### src/rtl/ram167_cfg_ctrl.sv
// rtl/ram167_cfg_ctrl.sv - Config controller: staged 167-bit entry writes and 6-word readback stream.
module ram167_cfg_ctrl #(
    parameter int ADDR_W = 4,
    parameter int DATA_W = 167
) (
    input  logic              axi_clk,
    input  logic              axi_rst,
    input  logic              wdata_valid,
    input  logic [2:0]        wdata_idx,
    input  logic [31:0]       wdata,
    input  logic              cmd_valid,
    output logic              cmd_ready,
    input  logic              cmd_op,
    input  logic [ADDR_W-1:0] cmd_addr,
    output logic              rsp_valid,
    input  logic              rsp_ready,
    output logic [31:0]       rsp_data,
    output logic              rsp_last,
    output logic              ram_wr_en,
    output logic [ADDR_W-1:0] ram_wr_addr,
    output logic [DATA_W-1:0] ram_data_in,
    output logic              ram_rd_en,
    output logic [ADDR_W-1:0] ram_rd_addr,
    input  logic [DATA_W-1:0] ram_data_out,
    output logic [15:0]       stat_wr_cnt,
    output logic [15:0]       stat_rd_cnt
);
    localparam int TOP_W = DATA_W - 160;

    typedef enum logic [2:0] {IDLE, WR, RD_REQ, RD_CAP, SEND} state_t;

    state_t            state;
    logic [DATA_W-1:0] staging;
    logic [DATA_W-1:0] rsp_buf;
    logic [2:0]        cnt;

    assign ram_data_in = staging;
    assign rsp_last    = rsp_valid && (cnt == 3'd5);

    // Word 5 only carries the top TOP_W bits of the entry; it is zero-extended.
    always_comb begin
        rsp_data = '0;
        if (rsp_valid) begin
            for (int k = 0; k < 5; k++) begin
                if (cnt == k[2:0]) rsp_data = rsp_buf[32*k +: 32];
            end
            if (cnt == 3'd5) rsp_data[TOP_W-1:0] = rsp_buf[DATA_W-1:160];
        end
    end

    always_ff @(posedge axi_clk or posedge axi_rst) begin
        if (axi_rst) begin
            state       <= IDLE;
            staging     <= '0;
            rsp_buf     <= '0;
            cnt         <= '0;
            cmd_ready   <= 1'b0;
            rsp_valid   <= 1'b0;
            ram_wr_en   <= 1'b0;
            ram_wr_addr <= '0;
            ram_rd_en   <= 1'b0;
            ram_rd_addr <= '0;
            stat_wr_cnt <= '0;
            stat_rd_cnt <= '0;
        end else begin
            // Staging loads are independent of the FSM, so a load in the
            // acceptance cycle lands before the WR cycle presents the data.
            if (wdata_valid) begin
                case (wdata_idx)
                    3'd0: staging[31:0]    <= wdata;
                    3'd1: staging[63:32]   <= wdata;
                    3'd2: staging[95:64]   <= wdata;
                    3'd3: staging[127:96]  <= wdata;
                    3'd4: staging[159:128] <= wdata;
                    3'd5: staging[DATA_W-1:160] <= wdata[TOP_W-1:0];
                    default: ;
                endcase
            end

            ram_wr_en   <= 1'b0;
            ram_rd_en   <= 1'b0;
            ram_wr_addr <= '0;
            ram_rd_addr <= '0;

            case (state)
                IDLE: begin
                    if (cmd_valid && cmd_ready) begin
                        cmd_ready <= 1'b0;
                        if (cmd_op) begin
                            state       <= RD_REQ;
                            ram_rd_en   <= 1'b1;
                            ram_rd_addr <= cmd_addr;
                        end else begin
                            state       <= WR;
                            ram_wr_en   <= 1'b1;
                            ram_wr_addr <= cmd_addr;
                        end
                    end else begin
                        cmd_ready <= 1'b1;
                    end
                end
                WR: begin
                    stat_wr_cnt <= stat_wr_cnt + 16'd1;
                    cmd_ready   <= 1'b1;
                    state       <= IDLE;
                end
                RD_REQ: state <= RD_CAP;
                RD_CAP: begin
                    rsp_buf   <= ram_data_out;
                    cnt       <= '0;
                    rsp_valid <= 1'b1;
                    state     <= SEND;
                end
                SEND: begin
                    if (rsp_ready) begin
                        if (cnt == 3'd5) begin
                            rsp_valid   <= 1'b0;
                            stat_rd_cnt <= stat_rd_cnt + 16'd1;
                            cmd_ready   <= 1'b1;
                            state       <= IDLE;
                        end else begin
                            cnt <= cnt + 3'd1;
                        end
                    end
                end
                default: state <= IDLE;
            endcase
        end
    end
endmodule

### config.mk
export PLATFORM = sky130hd
export DESIGN_NAME = ram167_cfg_ctrl
export DESIGN_NICKNAME = d
export VERILOG_FILES = /design/src/rtl/ram167_cfg_ctrl.sv
export SDC_FILE = /design/constraint.sdc
export NUM_CORES = 1
export LEC_CHECK = 0
export BUFFER_PORTS_ARGS = -buffer_cell sky130_fd_sc_hd__buf_2
export CORE_ASPECT_RATIO = 0.7
export CORE_MARGIN = 5
export CORE_UTILIZATION = 50
export CTS_CLUSTER_DIAMETER = 60
export DETAILED_ROUTE_END_ITERATION = 8
export GPL_ROUTABILITY_DRIVEN = 1
export PLACE_DENSITY = 0.75
export SETUP_SLACK_MARGIN = 0.15
export SLEW_MARGIN = 25
export SYNTH_ARGS = -nofsm -noshare
export SYNTH_HDL_FRONTEND = slang
export SYNTH_SLANG_ARGS = --single-unit
export TNS_END_PERCENT = 100
### constraint.sdc
create_clock -name axi_clk -period 22.3 [get_ports axi_clk]
set_input_delay 4.46 -clock axi_clk [delete_from_list [all_inputs] [get_ports axi_clk]]
set_output_delay 4.46 -clock axi_clk [all_outputs]
set_load 0.005 [all_outputs]
==> out/metrics.sh, run 1 <==
OUTCOME='completed'
GRT_UTIL_ALL_LAYERS_PCT=26.6
TOTAL_INSTANCE_COUNT_AFTER_DETAILED_PLACEMENT=2337
CTSRESIZECOUNT=0
CP-START-KIND='flop'
SETUP_SLACK_NS=14.23
YOSYS_MOST_USED_DFF='dfrtp_1'
FINAL_CORE_OCC_PCT=64.0
YS_TYPES=43
FF_LATCH_AREA_UM2=9610
POST_SYNTH_INST_COUNT=1537
ROOT_BUFFER_CELL='clkbuf_16'
CRITICALPATHCATEGORY='flop to output pin'
TOTALNEGATIVESETUPSLACK_NS=0
YOSYS.AREA.TOP_TYPE_SHARE_PCT=59.8
AVGSYNTHCELLAREA_UM2=10.4
SYNTH-SEQ-AREA-SHARE_PCT=59.8
TIMING.MAX_CAP.VIOLATIONS=0
SYNTH_LARGEST_AREA_CELL='dfrtp_1'
FINAL.PERIOD_UTILIZATION_PCT=36.2
ENDPOINT_KIND='output pin'
DESIGN_POWER_mW=2.59
SLEW_HEADROOM_PCT=37.0
RSZ0062_AT_GRT='no'
CRITICAL_PATH.REG2REG.STARTPOINT='cnt[1]'
GRT_START_MAX_NET_PINS=180
NNETSFINAL=2179
POSTCTSSETUPREPAIRBUFS=0
DRT_PRE_ANTENNA_ITERS=5
FINALNONFILLERCELLS=2421
POST_PLACE_SETUP_SLACK_NS=14.85
TRITONCTS='yes'
CTS-BUFFERS-INSERTED=39
WORST_EP_REQUIRED_TIME_NS=17.84
ROUTE.ANTENNA.REMAINING_NETS=0
FRACTION_OF_FINAL_LAYOUT_CELLS_WITH_DRIVE_STRENGTH_GREATER_THAN_1_PCT=36.4
POST-ROUTE-DRC-COUNT=0
REPORT.FINAL.SLEW_VIOL_COUNT=0
IRDROPWORSTVDD_mV=0.0738
ARRIVAL_NS=3.61
DRT_WL_TOTAL_MM=49.1
LAYOUT.FILLER_CELLS=2583
SYN_NETS=1756
RR_WORST_DEPTH=7
INITIAL_CORE_UTIL_PCT=51.1
GRT_PASS1_WL_MM=76.1
DP_HPWL_MM=35.0
YS_FF_LATCH=384
FINALINSTANCEAREA_UM2=20100
WORST_SETUP_HOLD_PATH_CLK_SLEW_NS=0.06
GRT.OVERFLOW.TOTAL=0
MULTI_INPUT_COMB_AREA_UM2=6080
FIRST_GLOBAL_VIAS=13100
CLOCK_TREE.BUFFER_DEPTH=3
WL_PER_INSTANCE_UM=20.3
HTREE_NUM_LEVELS=2
POST_CTS_HOLD_BUFFER_COUNT=0
CLOCK_INSERTION_DELAY_WORST_SKEW_NS=0.54
ROW_COUNT=54
PLACE_AREA_UM2=18600
NUMBER_OF_ENABLE_TYPE_REGISTER_CELLS_IN_THE_SYNTHESIZED_NETLIST=0
FINALHOLDWORSTSLACK_NS=0.465
NETLIST_TOP_CELLS_AREA='dfrtp_1, nand2_1, mux2_2'
ACHIEVABLE-FREQUENCY_MHz=124
CRIT_FANOUT=34
FINAL_SETUP_VIOLATING_ENDPOINTS=0
POWER_LEAKAGE_nW=10.4
NETLIST_AREA_UM2=16100
CRIT_PATH_START='cnt[2]'
WORST_R2R_ENDPOINT='stat_rd_cnt[15]'
MINIMUM_PERIOD_IMPLIED_BY_THE_FINAL_WORST_SETUP_SLACK_NS=8.07
CHIPWIDTH_UM=224
POWER_DENSITY_nW_PER_UM2=129
GLOBALPLACE.CONGESTION=0.891
AREA_GROWTH_FROM_SYNTHESIS_TO_LAYOUT_PCT=25.2
MEASURED_SLEW_AT_THE_WORST_SLEW_CHECK_PIN_NS=0.939
TIMING.CLOCK.SKEW_NS=0.0147
FLOORPLAN.CORE_AREA_UM2=31400
DIE_AREA_UM2=35900
IO-PIN-COUNT=456
YOSYS_WARNINGS=0
NUMBER_OF_ANTENNA_VIOLATIONS_AT_THE_FIRST_CHECK_IN_GLOBAL_ROUTING=19
ASYNC_RESET_FF_SHARE_PCT=100
DETAILEDROUTE.FIRSTITERATIONVIOLATIONS=1089
NUMCLOCKSINKS=384
DR_TOTAL_VIAS=13100
DIE_H_UM=160
IO_BUFFERS=455
FINALHOLDVIOLCOUNT=0
CLASSIFICATION_OF_THE_WORST_SLACK_HOLD_PATH='flop to flop'
R2R_SLACK_NS=19.51
ROUTE.DETAILED.VIAS_PER_INST=5.41
CRITPATHCAPTURE='rsp_data[9]'
[layout make-up]
type	instances	share of cell area, %
well taps	420	2.61
clock inverters	19	1.35
diodes	13	0.162
repair buffers	471	12.2
inverters	9	0.205
multi-input cells	1055	30.2
flip-flops and latches	384	47.8
clock buffers	50	5.47
[critical path, stage by stage (launching register included)]
cell and delay (ns):
dfrtp_1 0.62, inv_1 0.12, ha_2 0.50, nor2_1 0.52, and2_2 0.68, a221oi_1 0.17
a21oi_1 0.28, buf_2 0.17
[cell usage after synthesis (all sizes together), types with 2 or more instances]
master  instances
a21oi          42
a221oi         26
and2            9
and3            9
and4            3
buf            44
clkbuf         45
dfrtp         384
ha              7
inv             9
mux2          169
nand2         609
nand2b          7
nand3          20
nand4           7
nand4b          2
nor2           13
nor3            8
nor4            3
nor4bb          2
o21ai          74
xnor2          19
xor2           11
[kinds of logic after synthesis]
logic type / synth area share (%)
AND/OR/NAND/NOR: 18.0
flip-flops: 59.8
multiplexers: 11.9
adder cells (fa/ha/maj): 0.545
buffers and inverters: 2.72
AO/OA/AOI/OAI: 5.31
XOR/XNOR: 1.64
[routing by layer]
metal	GRT usage, %	share of wire [%]	wire length [µm]
met2	43.1	49	23900
met1	35.6	40	19900
met5	0	0.21	102
met3	6.63	7.9	3900
met4	8.35	2.8	1390
[worst min path at each step]
stage                     from         endpoint  slack (ns)  depth (start not counted)
2_1_floorplan      rsp_buf[64]      rsp_buf[64]        0.44                          2
3_3_place_gp       rsp_buf[69]      rsp_buf[69]        0.45                          2
3_5_place_dp      rsp_buf[144]     rsp_buf[144]        0.46                          2
4_1_cts        stat_wr_cnt[15]  stat_wr_cnt[15]        0.47                          1
5_1_grt        stat_wr_cnt[15]  stat_wr_cnt[15]        0.48                          1
6_report       stat_wr_cnt[15]  stat_wr_cnt[15]        0.47                          1
[registers in the layout, summed over array words and instances, names as in the netlist, 3 cells and up]
name         cells
state            3
stat_wr_cnt     16
ram_rd_addr      4
ram_wr_addr      4
ram_data_in    167
cnt              3
rsp_buf        167
stat_rd_cnt     16
[where the power goes]
part / total [mW] / internal (mW) / switching [mW]
combinational: 0.808 / 0.341 / 0.467
sequential: 1.09 / 0.928 / 0.158
clock: 0.697 / 0.420 / 0.278
[placed cells by master, fill, tap and decap left out, types with 13 or more instances in the layout]
| cell | synthesis | routed |
|---|---|---|
| a21oi_1 | 42 | 42 |
| nand2_1 | 609 | 608 |
| xnor2_1 | 19 | 19 |
| diode_2 | 0 | 13 |
| nor2_1 | 13 | 13 |
| a221oi_1 | 26 | 26 |
| clkbuf_16 | 0 | 40 |
| buf_2 | 34 | 455 |
| o21ai_0 | 74 | 74 |
| dfrtp_1 | 384 | 383 |
| nand3_1 | 20 | 20 |
| mux2_2 | 167 | 167 |
Note: power is estimated with default switching activity, not from simulation.
==> inputs of run 2 (changes only) <==
clock period = 8 ns   (was 22.3 ns; I/O delays follow)
==> run 2 against run 1 <==
Net effect: routed wire length up 0.77%; worst hold slack worse by 0.0019 ns; non-clock buffer count is 3 higher; worst setup slack got worse by 12 ns; count of clock-buffer cells in the layout stayed put; utilization down 0.55 points; highest routed layer unchanged; critical endpoint is now rsp_data[7]; cell count decreased by 0.25%; largest power group unchanged.
==> out/metrics.sh, run 2 (same netlist as run 1, synthesis figures left out) <==
DIE_H_UM=160
CTSRESIZECOUNT=0
DIE_AREA_UM2=35900
MIN_TO='stat_rd_cnt[15]'
POSTCTSSETUPREPAIRBUFS=0
PLACE_AREA_UM2=18700
HTREE_NUM_LEVELS=2
CLOCK_TREE.BUFFER_DEPTH=3
FINAL_CORE_OCC_PCT=63.4
ROUTE.DETAILED.VIAS_PER_INST=5.44
DR_TOTAL_VIAS=13100
SWITCHING_POWER_mW=2.50
POWER_DENSITY_nW_PER_UM2=351
WL_MET3_MM=3.56
FINALHOLDVIOLCOUNT=0
WHS_PATH_DEPTH=1
INITIAL_CORE_UTIL_PCT=51.1
MEASURED_SLEW_AT_THE_WORST_SLEW_CHECK_PIN_NS=1.04
GRT_UTIL_ALL_LAYERS_PCT=26.7
CRITICAL_PATH.REG2REG.STARTPOINT='state[2]'
WL_PER_INSTANCE_UM=20.5
POWER.SHARE.COMBINATIONAL_PCT=32.3
TOTALNEGATIVESETUPSLACK_NS=0
GRT_PASS1_WL_MM=76.3
FINALHOLDWORSTSLACK_NS=0.463
COMMONEST_CELLS_AFTER_ROUTING_FILL_AND_TAPS_ASIDE='nand2_1, buf_2, dfrtp_1'
DETAILEDROUTE.FIRSTITERATIONVIOLATIONS=1132
OUTCOME='completed'
WORST_SETUP_HOLD_PATH_CLK_SLEW_NS=0.06
TIMING.CLOCK.SKEW_NS=0.0140
R2R_SLACK_NS=5.59
DRT_PRE_ANTENNA_ITERS=5
CLOCK_POWER_SHARE_PCT=24.5
MOSTFREQUENTLAYOUTCELL='nand2_1'
GRT.OVERFLOW.TOTAL=0
NNETSFINAL=2181
DRT_WL_TOTAL_MM=49.5
INTERNAL_POWER_mW=4.50
CRIT_FANOUT=34
CRITICALPATHCATEGORY='flop to output pin'
ENDPOINT_KIND='output pin'
CP-START-KIND='flop'
POST_CTS_HOLD_BUFFER_COUNT=0
WORST_EP_REQUIRED_TIME_NS=6.40
FINAL_SETUP_VIOLATING_ENDPOINTS=0
ARRIVAL_NS=3.69
WORST_R2R_ENDPOINT='rsp_buf[16]'
TIMING.MAX_CAP.VIOLATIONS=0
DP_HPWL_MM=35.5
FINAL.PERIOD_UTILIZATION_PCT=66.1
POST-ROUTE-DRC-COUNT=0
TRITONCTS='yes'
CLOCK_INSERTION_DELAY_WORST_SKEW_NS=0.53
SLEW_HEADROOM_PCT=30.8
ROUTED.TOP_LAYER='met5'
MET2_WIRELENGTH_MM=23.7
MINIMUM_PERIOD_IMPLIED_BY_THE_FINAL_WORST_SETUP_SLACK_NS=5.29
ROOT_BUFFER_CELL='clkbuf_16'
ROW_COUNT=54
HOLD_SP='stat_rd_cnt[15]'
LAYOUT.FILLER_CELLS=2578
FLOORPLAN.CORE_AREA_UM2=31400
NUMBER_OF_ANTENNA_VIOLATIONS_AT_THE_FIRST_CHECK_IN_GLOBAL_ROUTING=18
FRACTION_OF_FINAL_LAYOUT_CELLS_WITH_DRIVE_STRENGTH_GREATER_THAN_1_PCT=36.1
RSZ0062_AT_GRT='no'
GRT_START_MAX_NET_PINS=186
FIRST_GLOBAL_VIAS=13100
IO-PIN-COUNT=456
NUMCLOCKSINKS=384
AREA_GROWTH_FROM_SYNTHESIS_TO_LAYOUT_PCT=24.1
CHIPWIDTH_UM=224
CTS-BUFFERS-INSERTED=38
REPORT.FINAL.SLEW_VIOL_COUNT=0
IO_BUFFERS=455
ACHIEVABLE-FREQUENCY_MHz=189
SWSHARE_PCT=35.7
SEQ_POWER_SHARE_PCT=43.2
POWER_LEAKAGE_nW=10.3
FINALINSTANCEAREA_UM2=19900
CLASSIFICATION_OF_THE_WORST_SLACK_HOLD_PATH='flop to flop'
ROUTE.ANTENNA.REMAINING_NETS=0
GLOBALPLACE.CONGESTION=0.867
DRT-MET1-WL_MM=20.4
RR_WORST_DEPTH=4
IRDROPWORSTVDD_mV=0.225
run 2: changes by cell type in the layout (fill, tap and decap cells not counted), sizes merged:
cell / previous run / this run
bufinv: 6 / 1
clkinvlp: 0 / 4
buf: 471 / 474
clkinv: 11 / 8
inv: 11 / 10
diode: 13 / 9
run 2: how the worst max path moves through the flow:
stage,from,to,slack [ns],cells past startpoint
2_1_floorplan,axi_rst,cmd_ready,1.24,1
3_3_place_gp,cnt[2],rsp_data[7],3.08,7
3_5_place_dp,cnt[2],rsp_data[7],3.36,7
4_1_cts,cnt[2],rsp_data[7],2.77,7
5_1_grt,cnt[2],rsp_data[8],2.45,7
6_report,cnt[2],rsp_data[7],2.71,7
run 2: per-layer routing:
metal	track usage, %	up-vias
met5	0	-
met4	8.60	16
met3	5.82	118
met2	43.5	560
met1	36.2	6512
li1	-	5938
run 2: critical path, cell delays in order, from the launching register on:
cell,delay [ns]
dfrtp_1,0.62
inv_1,0.13
ha_2,0.51
nor2_1,0.52
and2_2,0.68
a221oi_1,0.17
a21oi_1,0.34
buf_2,0.18
run 2: area by class of cell:
type	count	area [µm²]	share of cell area [%]
Multi-Input combinational cell	1055	6070	30.5
Inverter	9	37.5	0.188
Clock buffer	50	1050	5.25
Timing Repair Buffer	474	2490	12.5
Antenna cell	9	22.5	0.113
Sequential cell	384	9610	48.2
Tap cell	420	526	2.64
Clock inverter	14	125	0.628
run 2: power by group through the flow:
stage / combinational, mW / sequential [mW] / clock (mW)
floorplan: 1.35 / 2.92 / 0
global placement: 2.18 / 3.02 / 0
detailed placement: 2.25 / 3.04 / 0
CTS: 2.27 / 3.02 / 1.74
global route: 2.53 / 3.10 / 1.83
finish: 2.27 / 3.03 / 1.71
run 2: metrics by stage:
step	power (mW)	cells	setup slack [ns]
2_1_floorplan	4.26	1537	1.24
3_3_place_gp	5.20	2338	3.08
3_5_place_dp	5.30	2339	3.36
4_1_cts	7.03	2403	2.77
5_1_grt	7.46	2413	2.45
6_report	7.00	2415	2.71
